$ cat src/rtl/cnt_reg_bank.sv
// Host register bank for the multi-channel counter array: enables, load strobes,
// load values, sticky wrap status with mask and interrupt, and a registered read port.
module cnt_reg_bank #(
   parameter int N8  = 1,
   parameter int N32 = 1
) (
   input  logic              clk,
   input  logic              xrst,
   input  logic              cs,
   input  logic              rw,
   input  logic [7:0]        addr,
   input  logic [31:0]       wdata,
   output logic [31:0]       rdata,
   output logic              rvalid,
   output logic [N8-1:0]     en8,
   output logic [N8-1:0]     ld8,
   output logic [8*N8-1:0]   val8,
   input  logic [8*N8-1:0]   cnt8,
   output logic [N32-1:0]    en32,
   input  logic [32*N32-1:0] cnt32,
   output logic              irq
);

   localparam logic [15:0] M8        = 16'((32'd1 << N8) - 32'd1);
   localparam logic [15:0] M32       = 16'((32'd1 << N32) - 32'd1);
   localparam logic [31:0] STAT_BITS = {M32, M8};

   logic              wr;
   logic              rd;
   logic [31:0]       status;
   logic [31:0]       mask;
   logic [31:0]       wrap;
   logic [31:0]       rd_data;
   logic [8*N8-1:0]   prev_cnt8;
   logic [N8-1:0]     prev_en8;
   logic [N8-1:0]     prev_ld8;
   logic [32*N32-1:0] prev_cnt32;
   logic [N32-1:0]    prev_en32;

   assign wr = cs & rw;
   assign rd = cs & ~rw;

   // A wrap is all-ones to zero while enabled; a load that lands on zero is excluded.
   always_comb begin
      wrap = '0;
      for (int i = 0; i < N8; i++)
         wrap[i] = (prev_cnt8[8*i +: 8] == 8'hFF) && (cnt8[8*i +: 8] == 8'h00) &&
                   prev_en8[i] && !prev_ld8[i];
      for (int j = 0; j < N32; j++)
         wrap[16+j] = (prev_cnt32[32*j +: 32] == 32'hFFFF_FFFF) &&
                      (cnt32[32*j +: 32] == 32'h0) && prev_en32[j];
   end

   always_comb begin
      rd_data = '0;
      case (addr)
         8'h00: rd_data[N8-1:0]  = en8;
         8'h02: rd_data[N32-1:0] = en32;
         8'h04, 8'h05, 8'h06, 8'h07: begin
            for (int c = 0; c < N8; c++)
               if (addr == 8'(4 + c/4)) rd_data[8*(c%4) +: 8] = val8[8*c +: 8];
         end
         8'h08: rd_data = status;
         8'h09: rd_data = mask;
         default: begin
            for (int i = 0; i < N8; i++)
               if (addr == 8'(16 + i)) rd_data = {24'h0, cnt8[8*i +: 8]};
            for (int j = 0; j < N32; j++)
               if (addr == 8'(32 + j)) rd_data = cnt32[32*j +: 32];
         end
      endcase
   end

   always_ff @(posedge clk or negedge xrst) begin
      if (!xrst) begin
         en8        <= '0;
         ld8        <= '0;
         val8       <= '0;
         en32       <= '0;
         mask       <= '0;
         status     <= '0;
         irq        <= 1'b0;
         rdata      <= '0;
         rvalid     <= 1'b0;
         prev_cnt8  <= '0;
         prev_en8   <= '0;
         prev_ld8   <= '0;
         prev_cnt32 <= '0;
         prev_en32  <= '0;
      end else begin
         prev_cnt8  <= cnt8;
         prev_en8   <= en8;
         prev_ld8   <= ld8;
         prev_cnt32 <= cnt32;
         prev_en32  <= en32;
         rvalid     <= rd;
         if (rd) rdata <= rd_data;
         ld8 <= (wr && addr == 8'h01) ? wdata[N8-1:0] : '0;
         if (wr) begin
            case (addr)
               8'h00:   en8  <= wdata[N8-1:0];
               8'h02:   en32 <= wdata[N32-1:0];
               8'h09:   mask <= wdata & STAT_BITS;
               default: ;
            endcase
         end
         for (int c = 0; c < N8; c++)
            if (wr && addr == 8'(4 + c/4)) val8[8*c +: 8] <= wdata[8*(c%4) +: 8];
         // Set is applied after the clear so a simultaneous wrap keeps the bit.
         status <= (status & ~((wr && addr == 8'h08) ? wdata : 32'h0)) | wrap;
         irq    <= |(status & mask);
      end
   end

endmodule
$ cat config.mk
export PLATFORM = sky130hd
export DESIGN_NAME = cnt_reg_bank
export DESIGN_NICKNAME = d
export VERILOG_FILES = /design/src/rtl/cnt_reg_bank.sv
export SDC_FILE = /design/constraint.sdc
export NUM_CORES = 1
export LEC_CHECK = 0
export CORE_UTILIZATION = 51
export DETAILED_ROUTE_END_ITERATION = 12
export PLACE_DENSITY = 0.95
export SYNTH_ARGS = -nofsm -noshare
export SYNTH_HDL_FRONTEND = slang
export SYNTH_SLANG_ARGS = --single-unit
$ cat constraint.sdc
create_clock -name clk -period 2.9 [get_ports clk]
set_clock_uncertainty 0.2 [all_clocks]
set_input_delay 0.87 -clock clk [delete_from_list [all_inputs] [get_ports clk]]
set_output_delay 0.87 -clock clk [all_outputs]
set_load 0.03 [all_outputs]
After elaboration in Yosys (flattened, before gate mapping)

Cells that the tools add are included.

Bits of input ports: 84
Logic and storage cells: 60
Output and inout port bits: 45
Flip-flop bits (word level): 122

Muxes and demuxes: 8
Reductions and logical operators: 19
Eq/ne operators: 12
Bitwise logic cells: 7

Operators with widths:

| kind                                                | number |
|---|---|
| one-hot mux 24 bit (3 select lines)                 | 1 |
| 2-to-1 mux 32 bit                                   | 2 |
| AND 32 x 17 -> 32 bit                               | 1 |
| AND 32 bit                                          | 1 |
| equality test 32 bit, second input constant         | 1 |
| equality test 8 x 3 -> 1 bit, second input constant | 4 |
| logical NOT 32 bit                                  | 1 |
| inverter 32 bit                                     | 1 |
| bitwise OR 32 x 17 -> 32 bit                        | 1 |
| OR reduction 32 bit                                 | 1 |
| one-hot mux 7 bit (3 select lines)                  | 1 |
| equality test 8 x 4 -> 1 bit, second input constant | 2 |
| logical NOT 8 bit                                   | 2 |
| 2-to-1 mux 8 bit                                    | 2 |
| equality test 8 x 1 -> 1 bit, second input constant | 1 |
| equality test 8 x 2 -> 1 bit, second input constant | 1 |
| equality test 8 x 5 -> 1 bit, second input constant | 1 |
| equality test 8 x 6 -> 1 bit, second input constant | 1 |
| equality test 8 bit, second input constant          | 1 |
| logical AND 1 bit                                   | 8 |
| AND reduction 2 bit                                 | 3 |
| OR reduction 6 bit                                  | 1 |
| one-hot mux 1 bit (5 select lines)                  | 1 |
| OR reduction 4 bit                                  | 1 |
| other kinds (5)                                     | 6 |

Longest topological paths before layout

Gate-level depths: netlist (run 1).

Word-level depth: 6
Depth in mapped cells: 7

Least setup slack after synthesis (run 1)

OpenSTA, ideal clock, no wires.

Path type: in2reg
Start: input addr[4]
End: register en32
Arrival: 2.320 ns
Data required time: 2.575 ns
Setup time: 0.125 ns
Setup slack: 0.255 ns
Stages: 4
Path through: or4_4 or3_4 nor3b_2 mux2_2

Word-level cells in the longest chain between the ends: 2

Ends and longest elaborated chain:

| element                       | RTL line | source |
|---|---|---|
| start, declared               | 11       | `input logic [7:0] addr,` |
| equality test 8 x 2 -> 1 bit  | 100      | `case (addr)` |
| AND reduction 2 bit (no line) | -        |  |
| end signal, assigned          | 102      | `8'h02: en32 <= wdata[N32-1:0];` |
| end, declared                 | 19       | `output logic [N32-1:0] en32,` |

Every way passes these cells.
A chain may end at the register's enable or synchronous reset.

Final worst setup path (run 1)

Start: register en8
End: output en8

RTL lines:

| element                | RTL line | source |
|---|---|---|
| start, declared        | 15       | `output logic [N8-1:0] en8,` |
| start signal, assigned | 101      | `8'h00: en8 <= wdata[N8-1:0];` |

No word-level cell between the ends.

==> results.ini, run 1 <==
[run_status]
status=finished, final reports clean

[timing]
min_period_over_period=0.927
max-slew-margin-rel=0.643
hold_viol_final=0
setup_viol=0
layout_min_cycle_time_ps=2690
whs_ps=107
slew_viol_final=0
tightest_slew_ps=530
fin_tns_setup_ps=0
layout_setup_ws_ps=212
rsz0062_at_grt=false
fmax_ghz=0.372

[finish]
syn2layout_area_growth_pct=46.3
drive_above_1_share=0.150
final_cell_mix=clkdlybuf4s50_1 (127), dfrtp_1 (122), nor2_1 (55), a21boi_0 (29), buf_4 (27)
fin_area_sq_mm=0.00675
final_nets=601
final_util=0.774
stdcell_count=636
insertedDiodeCount=0
layout_commonest_cell=clkdlybuf4s50_1

[hold_path]
hold_class=in -> async

[synthesis]
synth-edff-count=0
avgSynthCellArea_sq_um=12.8
synth.distinct_cells=44
syn-num-nets=444
synth_area_sq_mm=0.00461
ys_seq_area_frac=0.662
ys_ff_latch=122
synth_ff_type=dfrtp_1
synth_area_leader_cell=dfrtp_1
synth_top_area_share=0.662
async_flop_share=1.00
synthCells=360
synthTopCellsByArea=dfrtp_1 (66%), a21boi_0 (4.7%), nor2_1 (4.5%), a221oi_1 (4.4%), mux2_2 (2.9%)
ys_warn_count=0

[global_route]
grt.busiest_layer=met2
use_met3=0.0885
grt_overflow=0
gr-usage-met2=0.515
use_met1=0.415
grt_use_total=0.324
antenna_found_initial=0
grt_max_degree=61
grt_pass1_wl_mm=23.0
grt_pass1_vias=4209

[floorplan]
start_util=0.529
die-area_sq_mm=0.00943
rows=34
die_x_um=97.1
die_y_um=97.1
fp.coreArea_sq_mm=0.00872
ios=129

[pwr]
p_total_mw=4.27
static-leakage-power_nw=2.89
power.density_mw_per_mm2=633
ir_worst_vdd_mv=0.322

[placement]
postPlaceCellArea_sq_mm=0.00623
dp.cells=606
routabilityCongestion=0.924
pre_cts_ws_ps=-213
dp_hpwl_mm=9.20
io_buffers=128

[cts]
clk_pin_slew_worst_paths_ps=60
root_buffer=clkbuf_8
cts-resized-gates=0
cts_sinks=122
cts_buffers=17
htree_levels=4
clkLatencyLatePin_ps=510
cts_hold_buf=0
post_cts_buffers=0
cts_tree=built
cts_buffer_depth=2

[worst_setup_path]
end_kind=output port
slowest_delay_ps=710
critical_path_class=reg -> out
path_buf_inv=1
crit_chain=clkdlybuf4s50_1
critPathRequiredTime_ps=1830
arrival_ps=1620
critPathSlowestCell=clkdlybuf4s50_1
startpoint_type=flip-flop
cpLargestDelayFamily=buffers and inverters
cp_max_fo=4

[detailed_routing]
wl_per_cell_um=22.9
route.vias.total=3980
ant_nets=0
drc_errors=0
wl_mm=14.5
via_per_inst=6.26
first_iter_violations=229
first_pass_iters=5

[flow_run]
max-cap-violations=0

==> cell type report <==
class | count | area, sq um
clock inverters | 7 | 43.8
clock buffers | 23 | 477
inverters | 1 | 3.75
multi-input cells | 217 | 1490
flip-flops and latches | 122 | 3050
fillers | 473 | 1970
well taps | 108 | 135
repair buffers | 158 | 1550
==> power breakdown <==
group,internal (mW),total [mW],switching [mW]
Combinational,0.270,0.580,0.310
Clock,1.12,1.85,0.728
Sequential,1.79,1.84,0.0514
Total,3.18,4.27,1.09
==> cell families after synthesis <==
family	count (synthesis)	synth area share
flops	122	0.662
simple gates	109	0.124
mux	13	0.0315
compound gates	95	0.165
buf+inv	21	0.0182
==> sequential cells by signal (all words and copies together) (netlist names) <==
signal      cells
rdata          32
status         32
prev_cnt8       8
val8            8
en32            1
mask            2
en8             1
prev_en8        1
prev_en32       1
ld8             1
prev_ld8        1
prev_cnt32     32
rvalid          1
irq             1
==> synth_stat cells (all sizes together) (3+ instances only) <==
| master | count |
|---|---|
| a21boi | 30 |
| nor2 | 55 |
| dfrtp | 122 |
| nand3 | 4 |
| mux2 | 12 |
| nor2b | 5 |
| o221ai | 7 |
| clkbuf | 15 |
| a22oi | 16 |
| nor4 | 11 |
| o21a | 8 |
| buf | 5 |
| nor3 | 3 |
| a221oi | 23 |
| nand2 | 6 |
| nand4 | 9 |
==> final timing paths <==
path                                          start                  endpoint  slack (ps)  cells after the start
max in group asynchronous                      xrst  prev_cnt32[25]$_DFF_PN0_        1740                      2
max reg2reg                prev_cnt32[16]$_DFF_PN0_      status[16]$_DFF_PN0_        1190                      4
min in group clk                   en32$_DFFE_PN0P_       prev_en32$_DFF_PN0_         250                      0
max                                 en8$_DFFE_PN0P_                       en8         210                      1
min                                            xrst       val8[3]$_DFFE_PN0P_         110                      1
min reg2reg                        en32$_DFFE_PN0P_       prev_en32$_DFF_PN0_         250                      0
==> routing by layer <==
metal	share of wire	vias to the layer above	wire (um)
met5	0	-	0
met4	0.041	0	593
met3	0.080	67	1160
met2	0.50	267	7280
met1	0.38	1977	5510
li1	-	1669	-
(Power assumes the default switching activity.)
==> run 2: changes to the inputs <==
CORE_MARGIN = 10   (was not set)
==> run 2 against run 1 <==
  * Final cell count grew 0.47%
  * Sequential power is essentially flat
  * Clock-buffer cell count is the same
  * Sequential cell count is the same
  * Combinational power grew 1%
==> results.ini, run 2 (same netlist as run 1, synthesis figures left out) <==
[global_route]
grt_max_degree=55
antenna_found_initial=0
grt_pass1_wl_mm=24.1
grt_overflow=0
grt_use_total=0.238
grt_pass1_vias=4266

[cts]
clk_pin_slew_worst_paths_ps=60
cts_hold_buf=0
cts_buffers=17
clkLatencyLatePin_ps=530
cts_buffer_depth=2
cts_tree=built
cts_sinks=122
cts-resized-gates=0
htree_levels=4
root_buffer=clkbuf_8
post_cts_buffers=0

[worst_setup_path]
arrival_ps=1680
cp-startpoint=en8$_DFFE_PN0P_
critPathRequiredTime_ps=1830
cpLargestDelayFamily=buffers and inverters
critPathSlowestCell=clkdlybuf4s50_1
path_depth=1
rr_endpoint=rdata[0]$_DFFE_PN0P_
startpoint_type=flip-flop
crit_end=en8
r2r_cells=3
regToRegStartpoint=mask[0]$_DFFE_PN0P_
crit_chain=clkdlybuf4s50_1
path_buf_inv=1
cp_max_fo=4
end_kind=output port
slowest_delay_ps=720
rrSetupSlack_ps=1250
critical_path_class=reg -> out

[timing]
max-slew-margin-rel=0.550
layout_min_cycle_time_ps=2750
setup_viol=0
slew_viol_final=0
hold_viol_final=0
fmax_ghz=0.364
min_period_over_period=0.947
whs_ps=37.3
fin_tns_setup_ps=0
rsz0062_at_grt=false
tightest_slew_ps=666

[finish]
fillers=490
syn2layout_area_growth_pct=47.6
stdcell_count=639
final_nets=604
reg.largest.list=prev_cnt32: 32 flops, rdata: 32 flops, status: 32 flops
final_util=0.777
regArea_sq_mm=0.00305
fin_area_sq_mm=0.00681
drive_above_1_share=0.154
multi_input_area_sq_mm=0.00149
insertedDiodeCount=0
layout_commonest_cell=clkdlybuf4s50_1
final_cell_mix=clkdlybuf4s50_1 (127), dfrtp_1 (122), nor2_1 (55), buf_4 (31), a21boi_0 (29)

[pwr]
power.density_mw_per_mm2=655
ir_worst_vdd_mv=0.573
static-leakage-power_nw=2.93

[floorplan]
die-area_sq_mm=0.0133
die_y_um=115
ios=129
start_util=0.527
fp.coreArea_sq_mm=0.00876
die_x_um=115
rows=34

[detailed_routing]
ant_nets=0
first_pass_iters=6
route.vias.total=3995
drc_errors=0
wl_mm=15.6
first_iter_violations=366
wl_per_cell_um=24.5
via_per_inst=6.25

[placement]
dp_hpwl_mm=10.8
dp.cells=609
postPlaceCellArea_sq_mm=0.00624
io_buffers=128
routabilityCongestion=0.862

[flow_run]
max-cap-violations=0

[hold_path]
hold_class=in -> async

[run_status]
status=finished, final reports clean

run 2: changes by cell type in the layout (fill, tap and decap cells not counted):
cell        previous run  this run
buf_4                 27        31
clkinvlp_4             2         1
buf_12                 4         3
bufinv_16              0         2
clkinv_2               4         3
run 2: worst min path at each step:
| stage | start | endpoint | cells after the start |
|---|---|---|---|
| after floorplan | status[0]$_DFF_PN0_ | status[0]$_DFF_PN0_ | 1 |
| after global placement | ld8$_DFF_PN0_ | prev_ld8$_DFF_PN0_ | 0 |
| after detailed placement | ld8$_DFF_PN0_ | prev_ld8$_DFF_PN0_ | 0 |
| after CTS | xrst | val8[4]$_DFFE_PN0P_ | 1 |
| after global routing | xrst | val8[4]$_DFFE_PN0P_ | 1 |
| final | xrst | val8[3]$_DFFE_PN0P_ | 1 |
run 2: power by group:
group          switching, mW  internal [mW]  total, mW  leakage, nW
combinational          0.317          0.270      0.587         1.10
clock                  0.737           1.30       2.04        0.280
sequential            0.0469           1.79       1.84         1.55
total                   1.10           3.36       4.46         2.93
run 2: cell type report:
type,instances,share of cell area
Multi-Input combinational cell,217,0.218
Timing Repair Buffer,161,0.230
Clock buffer,23,0.0700
Clock inverter,7,0.0134
Tap cell,108,0.0198
Inverter,1,0.000551
Sequential cell,122,0.448
run 2: metrics by stage:
step	power [mW]	setup WS, ps
3_5_place_dp	2.44	-224
6_report	4.46	154
4_1_cts	4.47	169
3_3_place_gp	2.41	-172
2_1_floorplan	2.07	255
5_1_grt	4.57	121
run 2: per-layer routing:
metal	vias up	share of wire	global-route usage
met5	-	0	0
met4	0	0.039	0.125
met3	54	0.089	0.0776
met2	261	0.51	0.400
met1	2009	0.36	0.262
li1	1671	-	-
==> RTL edit 1: new RTL, flow settings as in run 1 <==
The output `irq` loses its register stage (`irq` becomes a continuous assignment).
--- a/src/rtl/cnt_reg_bank.sv
+++ b/src/rtl/cnt_reg_bank.sv
@@ -79,7 +79,6 @@
          en32       <= '0;
          mask       <= '0;
          status     <= '0;
-         irq        <= 1'b0;
          rdata      <= '0;
          rvalid     <= 1'b0;
          prev_cnt8  <= '0;
@@ -108,8 +107,9 @@
             if (wr && addr == 8'(4 + c/4)) val8[8*c +: 8] <= wdata[8*(c%4) +: 8];
          // Set is applied after the clear so a simultaneous wrap keeps the bit.
          status <= (status & ~((wr && addr == 8'h08) ? wdata : 32'h0)) | wrap;
-         irq    <= |(status & mask);
       end
    end
 
+   assign irq = |(status & mask);
+
 endmodule
Function: changed (a bounded check fails within 4 cycles, from zero or initial values and one cycle with xrst low).
==> RTL edit 1 against run 1 <==
  * Setup slack worse by 0.029 ns
  * Sequential cell count is 1 lower
  * Routed wire length is 0.40% higher
  * Design area is 0.31% higher
  * Critical path type unchanged
  * Total power is 4.6% higher
  * Global-route usage is 0.67 points higher
  * Clock power is 12% higher
  * Largest cell class unchanged
  * Synthesized cell count is 0.28% lower
  * Synthesized area is 0.54% lower
  * Highest routed layer unchanged
==> RTL edit 1: results (changes against run 1) <==
[power]
switching_share_pct = 25.9  ; was 25.5%
peakVddDrop_uv = 313  ; was 322 uV
leakage_nw = 2.89  ; about the same

[drt]
wl_mm = 14.6  ; was 14.5 mm
drtIter0Drc = 402  ; was 229
via_per_inst = 6.27  ; was 6.26

[placement]
place_area_sq_um = 6190  ; was 6230 sq um
place_ws_ns = -0.197  ; was -0.213 ns
gp_congestion = 0.901  ; was 0.924
hpwlAfterDp_mm = 9.38  ; was 9.20 mm

[floorplan]
die_x_um = 96.9  ; was 97.1 um

[logic_synthesis]
synth.top_cells.by_count = dfrtp_1 (121), nor2_1 (55), a21boi_0 (29), a221oi_1 (23), a22oi_1 (16)  ; was dfrtp_1 (122), nor2_1 (55), a21boi_0 (29), a221oi_1 (23), a22oi_1 (16)
synth_compound_area_share_pct = 16.5  ; about the same
yosys_most_used_dff = dfrtp_1  ; unchanged
synthMuxAreaShare_pct = 3.16  ; was 3.15%
syn-num-nets = 443  ; was 444
yosys-top-cells-area = dfrtp_1 (66%), a21boi_0 (4.7%), nor2_1 (4.5%)  ; unchanged
synth_xor_area_share_pct = 0  ; unchanged
synth_top_area_cell = dfrtp_1  ; unchanged
synth_warnings = 0  ; unchanged
ys_seq_area_share_pct = 66.0  ; was 66.2%

[cts]
insertion_delay_ns = 0.53  ; was 0.51 ns
cts_max_level = 4  ; unchanged
clock_path_buffers = 2  ; unchanged

[layout]
fillCellCount = 476  ; was 473
drive_gt1_share_pct = 15.8  ; was 15.0%
diodes = 0  ; unchanged

[worst_setup_path]
arrival_ns = 1.65  ; was 1.62 ns
critPathMaxFanout = 4  ; unchanged

[timing]
relSlewSlack_pct = 53.8  ; was 64.3%

[global_route]
grt_pass1_vias = 4221  ; was 4209
grt_max_degree = 57  ; was 61
grt_pass1_wl_mm = 23.3  ; was 23.0 mm
grt_usage_pct = 33.1  ; was 32.4%

[status]
status = finished clean  ; unchanged

-- RTL edit 1: cell types whose count changed in the layout (fill, tap and decap cells not counted), sizes merged --
cell	before	now
clkbuf	23	19
bufinv	0	2
clkinv	5	2
dfrtp	122	121
dlygate4sd2	0	1
inv	1	3
clkinvlp	2	7
clkdlybuf4s50	127	126
buf	31	32
-- RTL edit 1: per-layer routing --
layer | GRT usage, % | wire, um
met1 | 41.0 | 5400
met4 | 18.3 | 668
met3 | 9.39 | 1240
met2 | 52.6 | 7290
met5 | 0 | 0
-- RTL edit 1: cell type report --
cell class                      count  area share [%]
Timing Repair Buffer              159            22.7
Clock inverter                     13            2.12
Tap cell                          108            1.99
Clock buffer                       19            6.52
Inverter                            1          0.0554
Sequential cell                   121            44.7
Multi-Input combinational cell    217            21.9
-- RTL edit 1: logic make-up (layout without fill, tap and decap cells) --
group	count (synthesis)	after routing
AO/OA/AOI/OAI	95	95
buffers and inverters	21	192
flip-flops	121	121
multiplexers	13	13
AND/OR/NAND/NOR	109	109
-- RTL edit 1: power groups by stage --
| stage | Sequential [mW] | Clock (mW) | Combinational, mW |
|---|---|---|---|
| after CTS | 1.82 | 2.08 | 0.577 |
| after detailed placement | 1.85 | 0 | 0.565 |
| after global placement | 1.84 | 0 | 0.548 |
| final | 1.82 | 2.07 | 0.577 |
| after floorplan | 1.95 | 0 | 0.106 |
| after global routing | 1.83 | 2.16 | 0.607 |
-- RTL edit 1: path summary, 6_finish.rpt --
| check | start | endpoint | slack, ns | cells past startpoint |
|---|---|---|---|---|
| hold reg to reg | en32 | prev_en32 | 0.24 | 0 |
| hold / removal | xrst | status[4] | 0.14 | 1 |
| max in group asynchronous | xrst | prev_cnt32[26] | 1.67 | 2 |
| setup reg to reg | prev_cnt32[16] | status[16] | 1.29 | 4 |
| min in group clk | en32 | prev_en32 | 0.24 | 0 |
| setup / recovery | en8 | en8 | 0.18 | 1 |
-- RTL edit 1: per-stage QoR --
step / util (%) / TNS (ns) / instances
after floorplan: - / 0 / 359
after global placement: 71.0 / -2.43 / 606
after detailed placement: 71.0 / -4.61 / 606
after CTS: 77.7 / 0 / 638
after global routing: 77.7 / 0 / 638
final: 77.7 / 0 / 638
-- RTL edit 1: what timing repair did --
action	CTS	global route
endpoints found under the hold margin	0	0
resized for setup	1	0
setup endpoints to repair	1	0
==> RTL edit 2: new RTL, config.mk and constraints of run 1 <==
Made on the original files. Add an input register stage for `addr`, with the module's reset; this delays it by one clock. The other inputs are not delayed to match.
--- a/src/rtl/cnt_reg_bank.sv
+++ b/src/rtl/cnt_reg_bank.sv
@@ -24,6 +24,16 @@
    localparam logic [15:0] M8        = 16'((32'd1 << N8) - 32'd1);
    localparam logic [15:0] M32       = 16'((32'd1 << N32) - 32'd1);
    localparam logic [31:0] STAT_BITS = {M32, M8};
+
+   logic [7:0] addr_q;
+
+   always_ff @(posedge clk or negedge xrst) begin
+      if (!xrst) begin
+         addr_q <= '0;
+      end else begin
+         addr_q <= addr;
+      end
+   end
 
    logic              wr;
    logic              rd;
@@ -53,20 +63,20 @@
 
    always_comb begin
       rd_data = '0;
-      case (addr)
+      case (addr_q)
          8'h00: rd_data[N8-1:0]  = en8;
          8'h02: rd_data[N32-1:0] = en32;
          8'h04, 8'h05, 8'h06, 8'h07: begin
             for (int c = 0; c < N8; c++)
-               if (addr == 8'(4 + c/4)) rd_data[8*(c%4) +: 8] = val8[8*c +: 8];
+               if (addr_q == 8'(4 + c/4)) rd_data[8*(c%4) +: 8] = val8[8*c +: 8];
          end
          8'h08: rd_data = status;
          8'h09: rd_data = mask;
          default: begin
             for (int i = 0; i < N8; i++)
-               if (addr == 8'(16 + i)) rd_data = {24'h0, cnt8[8*i +: 8]};
+               if (addr_q == 8'(16 + i)) rd_data = {24'h0, cnt8[8*i +: 8]};
             for (int j = 0; j < N32; j++)
-               if (addr == 8'(32 + j)) rd_data = cnt32[32*j +: 32];
+               if (addr_q == 8'(32 + j)) rd_data = cnt32[32*j +: 32];
          end
       endcase
    end
@@ -95,9 +105,9 @@
          prev_en32  <= en32;
          rvalid     <= rd;
          if (rd) rdata <= rd_data;
-         ld8 <= (wr && addr == 8'h01) ? wdata[N8-1:0] : '0;
+         ld8 <= (wr && addr_q == 8'h01) ? wdata[N8-1:0] : '0;
          if (wr) begin
-            case (addr)
+            case (addr_q)
                8'h00:   en8  <= wdata[N8-1:0];
                8'h02:   en32 <= wdata[N32-1:0];
                8'h09:   mask <= wdata & STAT_BITS;
@@ -105,9 +115,9 @@
             endcase
          end
          for (int c = 0; c < N8; c++)
-            if (wr && addr == 8'(4 + c/4)) val8[8*c +: 8] <= wdata[8*(c%4) +: 8];
+            if (wr && addr_q == 8'(4 + c/4)) val8[8*c +: 8] <= wdata[8*(c%4) +: 8];
          // Set is applied after the clear so a simultaneous wrap keeps the bit.
-         status <= (status & ~((wr && addr == 8'h08) ? wdata : 32'h0)) | wrap;
+         status <= (status & ~((wr && addr_q == 8'h08) ? wdata : 32'h0)) | wrap;
          irq    <= |(status & mask);
       end
    end
Check against the original RTL: not equivalent (Yosys sat finds a counterexample within 4 cycles, from zero or initial values and one cycle with xrst low).
==> RTL edit 2 against run 1 <==
  * Setup slack got worse by 0.0069 ns
  * Sequential power increased by 7%
  * Critical path type unchanged
  * Final cell count increased by 0.16%
  * Total power increased by 3.1%
  * Combinational power decreased by 7.9%
  * Synthesized area increased by 4.0%
  * Highest routed layer unchanged
  * Largest cell class unchanged
  * Register-to-register slack got worse by 0.94 ns
  * Utilization decreased by 3.3 points
  * Design area increased by 0.93%
  * Routed wire length decreased by 10%
  * Worst hold slack improved by 0.0022 ns
  * Non-clock buffer count decreased by 13
  * Sequential cell count increased by 8
  * Maximum frequency decreased by 0.25%
==> RTL edit 2: results (changes against run 1) <==
[layout]
fillCellCount = 584  ; was 473

[power]
peakVddDrop_uv = 349  ; was 322 uV
leakage_nw = 2.95  ; was 2.89 nW
pg_clk_mw = 1.91  ; was 1.85 mW
p_comb_share_pct = 12.1  ; was 13.6%
switchingPower_mw = 1.08  ; was 1.09 mW
p_int_mw = 3.33  ; was 3.18 mW

[timing]
relSlewSlack_pct = 60.0  ; was 64.3%

[logic_synthesis]
synth.top_cells.by_count = dfrtp_1 (130), nor2_1 (61), a21boi_0 (28), a221oi_1 (23), nand2_1 (15)  ; was dfrtp_1 (122), nor2_1 (55), a21boi_0 (29), a221oi_1 (23), a22oi_1 (16)
ys_types = 40  ; was 44
ys_seq_area_share_pct = 67.8  ; was 66.2%
syn-num-nets = 454  ; was 444
yosys-top-cells-area = dfrtp_1 (68%), nor2_1 (4.8%), a21boi_0 (4.4%)  ; was dfrtp_1 (66%), a21boi_0 (4.7%), nor2_1 (4.5%)
synth_cells = 370  ; was 360

[worst_setup_path]
r2r_setup_slack_ns = 0.25  ; was 1.19 ns
r2r_start = addr_q[7]  ; was prev_cnt32[16]
cp-endpoint = en32  ; was en8
crit_start = en32  ; was en8
worstReg2RegEnd = rdata[29]  ; was status[16]
crit_slowest_cell = clkdlybuf4s50_1  ; unchanged

[cts]
numCtsBuffers = 17  ; unchanged

[drt]
vias = 3850  ; was 3980
drtIter0Drc = 271  ; was 229

[global_route]
grt_pass1_vias = 4140  ; was 4209
grt_pass1_wl_mm = 21.0  ; was 23.0 mm
grt_max_degree = 62  ; was 61
grt_antenna_before_repair = 1  ; was 0
grt_usage_pct = 29.0  ; was 32.4%

[placement]
place_inst = 605  ; was 606
hpwlAfterDp_mm = 8.98  ; was 9.20 mm
place_ws_ns = -0.116  ; was -0.213 ns
gp_congestion = 0.835  ; was 0.924

[status]
status = finished clean  ; unchanged

## RTL edit 2: changes by cell type after synthesis, sizes merged, moves of 3 or more
cell    delta
a222oi     +8
a22oi     -15
a31oi      +7
and4b      +3
dfrtp      +8
nand2     +10
nor2       +6
nor2b      -5
nor3       +3
o21a       -7
o221ai     -7
## RTL edit 2: worst min path at each step
stage,startpoint,endpoint,slack [ns],depth (start not counted)
after floorplan,status[0],status[0],0.28,1
after global placement,ld8,prev_ld8,0.18,0
after detailed placement,ld8,prev_ld8,0.17,0
after CTS,xrst,rdata[24],0.11,1
after global routing,xrst,rdata[24],0.13,1
final,xrst,rdata[24],0.11,1
## RTL edit 2: logic make-up after synthesis
kind of cell           after synthesis  synth area share (%)
buffers and inverters               23                  2.11
AOI/OAI and AO/OA                   77                  13.0
DFF                                130                  67.8
muxes                               12                  3.44
and+or+nand+nor                    128                  13.7
## RTL edit 2: layer usage
metal / vias to the layer above / global-route usage (%) / routed length [um]
met4: 0 / 13.3 / 361
li1: 1661 / - / -
met1: 1916 / 35.1 / 4950
met3: 33 / 8.87 / 1140
met5: - / 0 / 0
met2: 240 / 47.9 / 6620
## RTL edit 2: cell type report
type                            instances  area, sq um  area share, %
Sequential cell                       130         3250           47.7
Inverter                                2         7.51          0.110
Timing Repair Buffer                  145         1420           20.8
Clock buffer                           22          453           6.65
Multi-Input combinational cell        217         1460           21.4
Tap cell                              111          139           2.04
Antenna cell                            1         2.50         0.0367
Clock inverter                          9         83.8           1.23
## RTL edit 2: stage by stage
| stage | util, % | instance area (sq um) |
|---|---|---|
| after global placement | 68.2 | 6280 |
| after global routing | 74.1 | 6820 |
| after CTS | 74.1 | 6810 |
| after floorplan | - | 4800 |
| final | 74.1 | 6820 |
| after detailed placement | 68.2 | 6280 |
